--- config.mk ---
export PLATFORM = sky130hd
export DESIGN_NAME = forwarding_scoreboard
export DESIGN_NICKNAME = d
export VERILOG_FILES = /design/src/rtl/forwarding_scoreboard.sv
export SDC_FILE = /design/constraint.sdc
export NUM_CORES = 1
export LEC_CHECK = 0
export CAP_MARGIN = 10
export CORE_MARGIN = 2
export CORE_UTILIZATION = 30
export CTS_CLUSTER_SIZE = 24
export DETAILED_ROUTE_END_ITERATION = 12
export PLACE_DENSITY_LB_ADDON = 0.05
export SYNTH_ARGS = -nofsm -noshare
export SYNTH_HDL_FRONTEND = slang
export SYNTH_SLANG_ARGS = --single-unit
--- constraint.sdc ---
create_clock -name clk -period 2.8 [get_ports clk]
set_input_delay 0.28 -clock clk [delete_from_list [all_inputs] [get_ports clk]]
set_output_delay 0.28 -clock clk [all_outputs]
set_load 0.02 [all_outputs]
--- src/rtl/forwarding_scoreboard.sv ---
// Operand forwarding scoreboard: tracks in-flight writes in a shift structure,
// forwards to several read ports, accepts late fills and retires the oldest.
module forwarding_scoreboard #(
  parameter int READ_PORTS = 2,
  parameter int STAGES     = 3,
  parameter int XLEN       = 32,
  parameter int ADDR_W     = 5,
  parameter int CNT_W      = 32,
  localparam int FS_W = (STAGES > 1) ? $clog2(STAGES) : 1
) (
  input  logic                         clk,
  input  logic                         rst_n,
  input  logic                         advance,
  input  logic                         flush,
  input  logic                         push_valid,
  input  logic [ADDR_W-1:0]            push_address,
  input  logic [XLEN-1:0]              push_data,
  input  logic                         push_data_valid,
  input  logic                         fill_valid,
  input  logic [FS_W-1:0]              fill_stage,
  input  logic [XLEN-1:0]              fill_data,
  input  logic [READ_PORTS*ADDR_W-1:0] read_address,
  input  logic [READ_PORTS*XLEN-1:0]   register_file_data,
  output logic [READ_PORTS*XLEN-1:0]   data,
  output logic [READ_PORTS-1:0]        port_stall,
  output logic                         stall,
  output logic                         retire_valid,
  output logic [ADDR_W-1:0]            retire_address,
  output logic [XLEN-1:0]              retire_data,
  output logic [CNT_W-1:0]             stall_cycles
);

  localparam int LAST = STAGES - 1;

  logic [STAGES-1:0] occ_q, occ_d;
  logic [STAGES-1:0] dv_q, dv_d;
  logic [ADDR_W-1:0] addr_q [STAGES];
  logic [ADDR_W-1:0] addr_d [STAGES];
  logic [XLEN-1:0]   data_q [STAGES];
  logic [XLEN-1:0]   data_d [STAGES];
  logic [CNT_W-1:0]  cnt_q, cnt_d;
  logic              fill_hit;
  logic              retire_fill;

  assign fill_hit = fill_valid
                  && (int'(fill_stage) < STAGES)
                  && occ_q[fill_stage];

  // A fill to a moving entry lands one index further down.
  always_comb begin
    occ_d  = occ_q;
    dv_d   = dv_q;
    addr_d = addr_q;
    data_d = data_q;
    if (flush) begin
      occ_d = '0;
    end else if (advance) begin
      for (int i = STAGES - 1; i >= 1; i--) begin
        occ_d[i]  = occ_q[i-1];
        dv_d[i]   = dv_q[i-1];
        addr_d[i] = addr_q[i-1];
        data_d[i] = data_q[i-1];
      end
      occ_d[0]  = push_valid;
      dv_d[0]   = push_data_valid;
      addr_d[0] = push_address;
      data_d[0] = push_data;
      for (int i = 0; i < LAST; i++) begin
        if (fill_hit && fill_stage == FS_W'(i)) begin
          data_d[i+1] = fill_data;
          dv_d[i+1]   = 1'b1;
        end
      end
    end else if (fill_hit) begin
      data_d[fill_stage] = fill_data;
      dv_d[fill_stage]   = 1'b1;
    end
  end

  assign retire_fill    = advance && fill_hit
                        && (fill_stage == FS_W'(LAST));
  assign retire_valid   = advance && occ_q[LAST]
                        && (addr_q[LAST] != '0);
  assign retire_address = addr_q[LAST];
  assign retire_data    = retire_fill ? fill_data : data_q[LAST];

  // Scan oldest to youngest so the youngest match overrides.
  always_comb begin
    data       = register_file_data;
    port_stall = '0;
    for (int p = 0; p < READ_PORTS; p++) begin
      for (int i = STAGES - 1; i >= 0; i--) begin
        if (occ_q[i]
            && addr_q[i] != '0
            && addr_q[i] == read_address[p*ADDR_W +: ADDR_W]) begin
          data[p*XLEN +: XLEN] = data_q[i];
          port_stall[p]        = ~dv_q[i];
        end
      end
    end
  end

  assign stall        = |port_stall;
  assign cnt_d        = (stall && cnt_q != '1) ? cnt_q + CNT_W'(1) : cnt_q;
  assign stall_cycles = cnt_q;

  always_ff @(posedge clk or negedge rst_n) begin
    if (!rst_n) begin
      occ_q <= '0;
      dv_q  <= '0;
      cnt_q <= '0;
      for (int i = 0; i < STAGES; i++) begin
        addr_q[i] <= '0;
        data_q[i] <= '0;
      end
    end else begin
      occ_q  <= occ_d;
      dv_q   <= dv_d;
      cnt_q  <= cnt_d;
      addr_q <= addr_d;
      data_q <= data_d;
    end
  end

endmodule
# Word level (Yosys, flattened, before mapping)
# Index checks and enable logic that the tools add are counted.
[classes]
div_mod_pow = 0
mul = 0
bitwise = 6
n_reduce_logical = 29
n_eq_ne = 9
addsub = 1
n_mux = 30
magnitude_cmp = 5
n_shift = 0
[op_table]
columns = ["operator", "n"]
rows = [
  ["$mux W32", 10],
  ["$mux W96", 2],
  ["$bwmux W96", 1],
  ["$demux W32 S2", 1],
  ["$add A32 B1 Y32 const B", 1],
  ["$ne A32 B32 Y1 const B", 1],
  ["$eq A5 B5 Y1", 6],
  ["$logic_and A1 B1 Y1", 20],
  ["$reduce_bool A5 Y1", 3],
  ["$mux W3", 4],
  ["$mux W1", 10],
  ["$not A1 Y1", 4],
  ["$reduce_and A2 Y1", 2],
  ["$reduce_bool A2 Y1", 2],
  ["$ge A3 B3 Y1 const B", 1],
  ["$lt A2 B3 Y1 const B", 1],
  ["$lt A3 B1 Y1 const B", 1],
  ["$not A2 Y3", 1],
  ["$or A3 B3 Y3", 1],
  ["$bmux W1 S2", 1],
  ["$demux W1 S2", 1],
  ["$eq A2 B1 Y1 const B", 1],
  ["$eq A2 B2 Y1 const B", 1],
  ["$ge A2 B1 Y1 const B", 1],
  ["other kinds (3)", 3],
]
[totals]
mem_count = 0
reg_bits = 149
input_bits = 152
ramBits = 0
latchBits = 0
romBits = 0
elab_cells = 89

# Longest topological paths before layout
[logic_depth]
ltp_word = 8
ltp_mapped = 10
ltp_nobuf = 8

# Worst setup path before layout
# Ideal clock, no wire load.
[synth_path]
kind = "flip-flop to output port"
start = "register addr_q, in the netlist retire_address[1]"
end = "output port data[13]"
slack_ns = 0.163
stages_incl_launch_ff = 10
t_arrival_ns = 2.357
path_buffers = 2
path_cell_list = "dfrtp_1 or4_1 o21ai_2 or3_1 buf_2 buf_2 mux2i_1 nor2_1 a21oi_1 o21ai_0"
[synth_between]
elab_chain_cells = 6
elab_cells_between_ends = 7
[synth_lines]
columns = ["element", "line", "source"]
rows = [
  ["start: declaration", "37", "logic [ADDR_W-1:0] addr_q [STAGES];"],
  ["start signal: assignment", "120", "addr_q <= addr_d;"],
  ["$reduce_bool A5 Y1", "94", "&& addr_q[i] != '0"],
  ["$logic_and A1 B1 Y1", "94", ""],
  ["$logic_and A1 B1 Y1 *", "95", "&& addr_q[i] == read_address[p*ADDR_W +: ADDR_W]) begin"],
  ["$mux W32 * (3 in a row)", "93", "if (occ_q[i]"],
  ["end: declaration", "24", "output logic [READ_PORTS*XLEN-1:0] data,"],
]
# Every way passes the cells marked *; elsewhere a longest branch is shown, timed or not.

# Worst setup path after layout
[layout_path]
start = "register addr_q, in the netlist retire_address[1]"
end = "output port data[59]"
# Same word-level chain as after synthesis.

==> flow_results.xml <==
<?xml version="1.0" encoding="UTF-8"?>
<metrics>
  <group name="clocking">
    <metric name="maximum_level_of_the_cts_h_tree" unit="">4</metric>
    <metric name="path_clk_slew" unit="ps">70</metric>
    <metric name="clk_root_buffer_cell" unit="">clkbuf_16</metric>
    <metric name="clock_sinks" unit="">149</metric>
    <metric name="worstSkewPairLatency" unit="ps">450</metric>
    <metric name="number_of_cts_inserted_buffers" unit="">17</metric>
    <metric name="cts_tree" unit="">done</metric>
    <metric name="cts-root-to-sink-buffers" unit="">2</metric>
  </group>
  <group name="place">
    <metric name="placedInstanceArea" unit="µm²">14450</metric>
    <metric name="hpwlAfterDp" unit="µm">28700</metric>
    <metric name="globalplace.congestion" unit="">0.8285</metric>
    <metric name="i_o_buffers" unit="">288</metric>
  </group>
  <group name="worst_setup_path">
    <metric name="type_of_the_worst_setup_path" unit="">flip-flop to primary output</metric>
    <metric name="ff2ff_setup_slack" unit="ps">-160</metric>
    <metric name="timing.critical_path.max_delay_family" unit="">simple AND/OR/NAND/NOR gates</metric>
    <metric name="worst_ep_arrival_time" unit="ps">2750</metric>
    <metric name="critPathCaptureType" unit="">primary output</metric>
    <metric name="worst_ep_required_time" unit="ps">2520</metric>
    <metric name="worstPathMaxFanout" unit="">9</metric>
    <metric name="worstSetupStartpointType" unit="">flip-flop</metric>
    <metric name="critical_path.cell_chain" unit="">or4_4, o21ai_4, buf_4, nor3_4, buf_6, buf_12, buf_12, mux2i_1, nor2_1, a21oi_1, o21ai_1, buf_4</metric>
    <metric name="cpPeakStageDelay" unit="ps">560</metric>
    <metric name="critPathLaunch" unit="">retire_address[1]</metric>
    <metric name="worst_path_cell_with_the_longest_stage_delay" unit="">or4_4</metric>
    <metric name="timing.rr.start" unit="">retire_address[1]</metric>
    <metric name="worst-path-buf-inv" unit="">5</metric>
  </group>
  <group name="cells_and_area">
    <metric name="sequential_cell_area" unit="µm²">3731</metric>
    <metric name="fraction_of_final_layout_cells_with_drive_strength_greater_than_1" unit="">0.2270</metric>
    <metric name="multi_input_combinational_cell_area" unit="µm²">6472</metric>
    <metric name="finalNetCount" unit="">1757</metric>
    <metric name="synthToLayoutAreaGrowth" unit="%">50.71</metric>
    <metric name="num-fill-cells" unit="">3324</metric>
    <metric name="area_of_all_placed_cells_without_fillers" unit="µm²">15560</metric>
  </group>
  <group name="job">
    <metric name="drv.max_cap_violation_count" unit="">0</metric>
  </group>
  <group name="status">
    <metric name="failed_checks" unit="">setup timing</metric>
    <metric name="status" unit="">complete, but fails checks</metric>
  </group>
  <group name="floorplan">
    <metric name="core_region_area" unit="µm²">33700</metric>
    <metric name="floorplan.initialDensity" unit="">0.3063</metric>
    <metric name="io-pin-count" unit="">289</metric>
    <metric name="die_w" unit="µm">189.5</metric>
    <metric name="dieArea" unit="µm²">35910</metric>
    <metric name="fp-row-count" unit="">67</metric>
    <metric name="die_h" unit="µm">189.5</metric>
  </group>
  <group name="grt">
    <metric name="vias_in_the_first_global_route" unit="">10480</metric>
    <metric name="grt_antenna_before_repair" unit="">4</metric>
    <metric name="globalRouteTotalUtil" unit="">0.2304</metric>
    <metric name="grt_first_pass_wirelength" unit="µm">63180</metric>
    <metric name="grt_start_max_net_pins" unit="">57</metric>
    <metric name="grt_overflow_total" unit="">0</metric>
  </group>
  <group name="yosys">
    <metric name="netlist-cell-type-count" unit="">38</metric>
    <metric name="combinational_family_with_the_most_area_after_synthesis" unit="">simple AND/OR/NAND/NOR gates</metric>
    <metric name="yosys_warnings" unit="">0</metric>
    <metric name="asyncSetResetFlopFracSynth" unit="">1.000</metric>
    <metric name="postSynthAreaPerCell" unit="µm²">8.134</metric>
    <metric name="syn-num-nets" unit="">1422</metric>
    <metric name="syn_area" unit="µm²">10320</metric>
    <metric name="synth_flop_cell" unit="">dfrtp_1</metric>
    <metric name="post_synth_xor_area_fraction" unit="">0.05091</metric>
    <metric name="post_synth_inst_count" unit="">1269</metric>
    <metric name="synthSimpleGateAreaFrac" unit="">0.1943</metric>
    <metric name="synth.mux.area_fraction" unit="">0.1680</metric>
    <metric name="synth_enable_flop_cells" unit="">0</metric>
    <metric name="synth_seq_area_share" unit="">0.3612</metric>
    <metric name="synth_adder_area_share" unit="">0.001212</metric>
    <metric name="synth_compound_area_frac" unit="">0.1815</metric>
    <metric name="postSynthRegisterBits" unit="">149</metric>
  </group>
  <group name="power_and_ir_drop">
    <metric name="seq_power_share" unit="">0.382</metric>
    <metric name="p_switching" unit="µW">2401</metric>
    <metric name="power.density_cell_area" unit="nW/µm²">459.1</metric>
    <metric name="p_leak" unit="µW">0.006733</metric>
    <metric name="switching_share" unit="">0.3361</metric>
    <metric name="power.internal" unit="µW">4742</metric>
    <metric name="peakVddDrop" unit="V">0.0003716</metric>
    <metric name="power.share.clock" unit="">0.347</metric>
    <metric name="portion_of_total_power_attributed_to_combinational_logic" unit="">0.270</metric>
  </group>
  <group name="routing">
    <metric name="drtAntennaViolNets" unit="">0</metric>
    <metric name="drt-vias-per-instance" unit="">5.107</metric>
    <metric name="route.detailed.wl_per_inst" unit="µm">20.25</metric>
    <metric name="drt_iter0_markers" unit="">577</metric>
    <metric name="num_vias" unit="">10560</metric>
    <metric name="detail_route.first_pass.iterations" unit="">5</metric>
    <metric name="detail_route.wirelength" unit="µm">41880</metric>
    <metric name="route.detailed.drc" unit="">0</metric>
  </group>
  <group name="timing">
    <metric name="period_minus_slack" unit="ps">3030</metric>
    <metric name="fin_skew" unit="ps">14.48</metric>
    <metric name="layout_worst_path_cycle_share" unit="">1.082</metric>
    <metric name="final.setup.worst_slack" unit="ps">-229.7</metric>
    <metric name="setup_tns" unit="ps">-9426</metric>
    <metric name="tightest_slew" unit="ps">986.9</metric>
    <metric name="max-slew-margin-rel" unit="">0.3397</metric>
    <metric name="grt_setup_unrepaired" unit="">yes</metric>
    <metric name="hold_violations" unit="">0</metric>
    <metric name="max_freq" unit="MHz">330.1</metric>
    <metric name="timing.final.setup_violations" unit="">87</metric>
    <metric name="final-max-slew-violation-count" unit="">0</metric>
  </group>
  <group name="hold_path">
    <metric name="hold_path_class" unit="">input pin to flip-flop</metric>
    <metric name="holdCritStartpoint" unit="">advance</metric>
  </group>
</metrics>
[state kept, by name (all words and copies together), names as in the netlist]
signal / count
stall_cycles: 32
dv_q: 3
addr_q: 10
retire_address: 5
occ_q: 3
data_q: 96
[worst register-to-register path: cells and delay by family, from the launching register on]
family | cells | cell delay [ps]
and+or+nand+nor | 3 | 710
muxes | 1 | 330
AOI/OAI and AO/OA | 3 | 810
buffers and inverters | 5 | 620
DFF | 1 | 370
[per-stage QoR]
stage / power, µW / setup slack (ps) / hold WS [ps] / utilization / std cells
finish: 7142 / -229.7 / 171.2 / 0.4616 / 2068
global route: 7504 / -359.2 / 182.2 / 0.4616 / 2068
CTS: 7186 / -280.0 / 163.7 / 0.4541 / 2059
detailed placement: 4665 / -430.0 / 305.5 / 0.4288 / 1999
global placement: 4652 / -359.0 / 303.8 / 0.4288 / 1999
floorplan: 3671 / 163.2 / -15.59 / - / 1269
[cell usage in the layout, fill, tap and decap left out, types with 46 or more instances in the layout]
cell type	n
mux2i_1	93
nand2_1	150
dfrtp_1	147
clkdlybuf4s50_1	219
o21ai_1	62
buf_4	140
mux2_2	66
a22oi_1	64
nor2_1	159
xnor2_1	46
a21oi_1	155
[layer usage]
| layer | GRT usage | share of wire | vias to the layer above |
|---|---|---|---|
| li1 | - | - | 5130 |
| met1 | 0.3179 | 0.47 | 5023 |
| met2 | 0.3674 | 0.45 | 351 |
| met3 | 0.03652 | 0.051 | 56 |
| met4 | 0.07662 | 0.025 | 2 |
| met5 | 0 | 0.00038 | - |
[synthesized netlist by cell type (2+ instances only)]
cell type,number,share of area
inv_1,2,0.00073
nor4_1,2,0.0012
clkbuf_1,83,0.030
o21ai_0,96,0.047
nor3_1,8,0.0039
nand3_1,25,0.012
a21oi_1,164,0.080
a22oi_1,64,0.047
nand2_1,151,0.055
xor2_1,8,0.0068
xnor2_1,52,0.044
buf_1,9,0.0033
mux2_2,66,0.072
buf_2,9,0.0044
nor2_1,173,0.063
or4_1,4,0.0029
and3_1,19,0.012
and4_1,3,0.0025
mux2i_1,99,0.096
nand4_1,18,0.011
nor2b_1,34,0.021
buf_4,5,0.0036
and2_1,4,0.0024
or3_1,9,0.0055
dfrtp_1,149,0.36
[cell type report]
class | instances | area share
multi-input cells | 1010 | 0.4160
repair buffers | 422 | 0.2675
flip-flops and latches | 149 | 0.2398
well taps | 448 | 0.03603
clock buffers | 17 | 0.02734
clock inverters | 15 | 0.01182
inverters | 4 | 0.0009651
diodes | 3 | 0.0004825
[kinds of logic after synthesis]
family | count (synthesis)
compound gates | 331
fa+ha+maj | 1
xor+xnor | 60
simple gates | 453
mux | 165
flops | 149
buf+inv | 110
[path summary, 6_finish.rpt]
kind / endpoint / cells past startpoint
hold reg to reg: stall_cycles[13] / 1
min in group asynchronous: data_q[38] / 2
max in group asynchronous: stall_cycles[25] / 3
setup / recovery: data[59] / 12
hold / removal: occ_q[0] / 3
setup reg to reg: stall_cycles[28] / 12
[power groups by stage]
stage / clock network (µW) / logic, µW / registers [µW]
after global placement: 0 / 1890 / 2760
after global routing: 2620 / 2110 / 2780
after floorplan: 0 / 987 / 2680
after detailed placement: 0 / 1900 / 2760
after CTS: 2540 / 1920 / 2720
final: 2480 / 1930 / 2730
[what timing repair did]
item / in CTS / in global routing
pin swaps: 15 / 27
gates resized for setup: 452 / 79
buffers inserted: 26 / 7
hold buffers: 1 / 0
cloned: 2 / 1
endpoints found under the hold margin: 53 / 0
endpoints found under the setup margin: 87 / 93
Power figures use the tool's default switching activity.
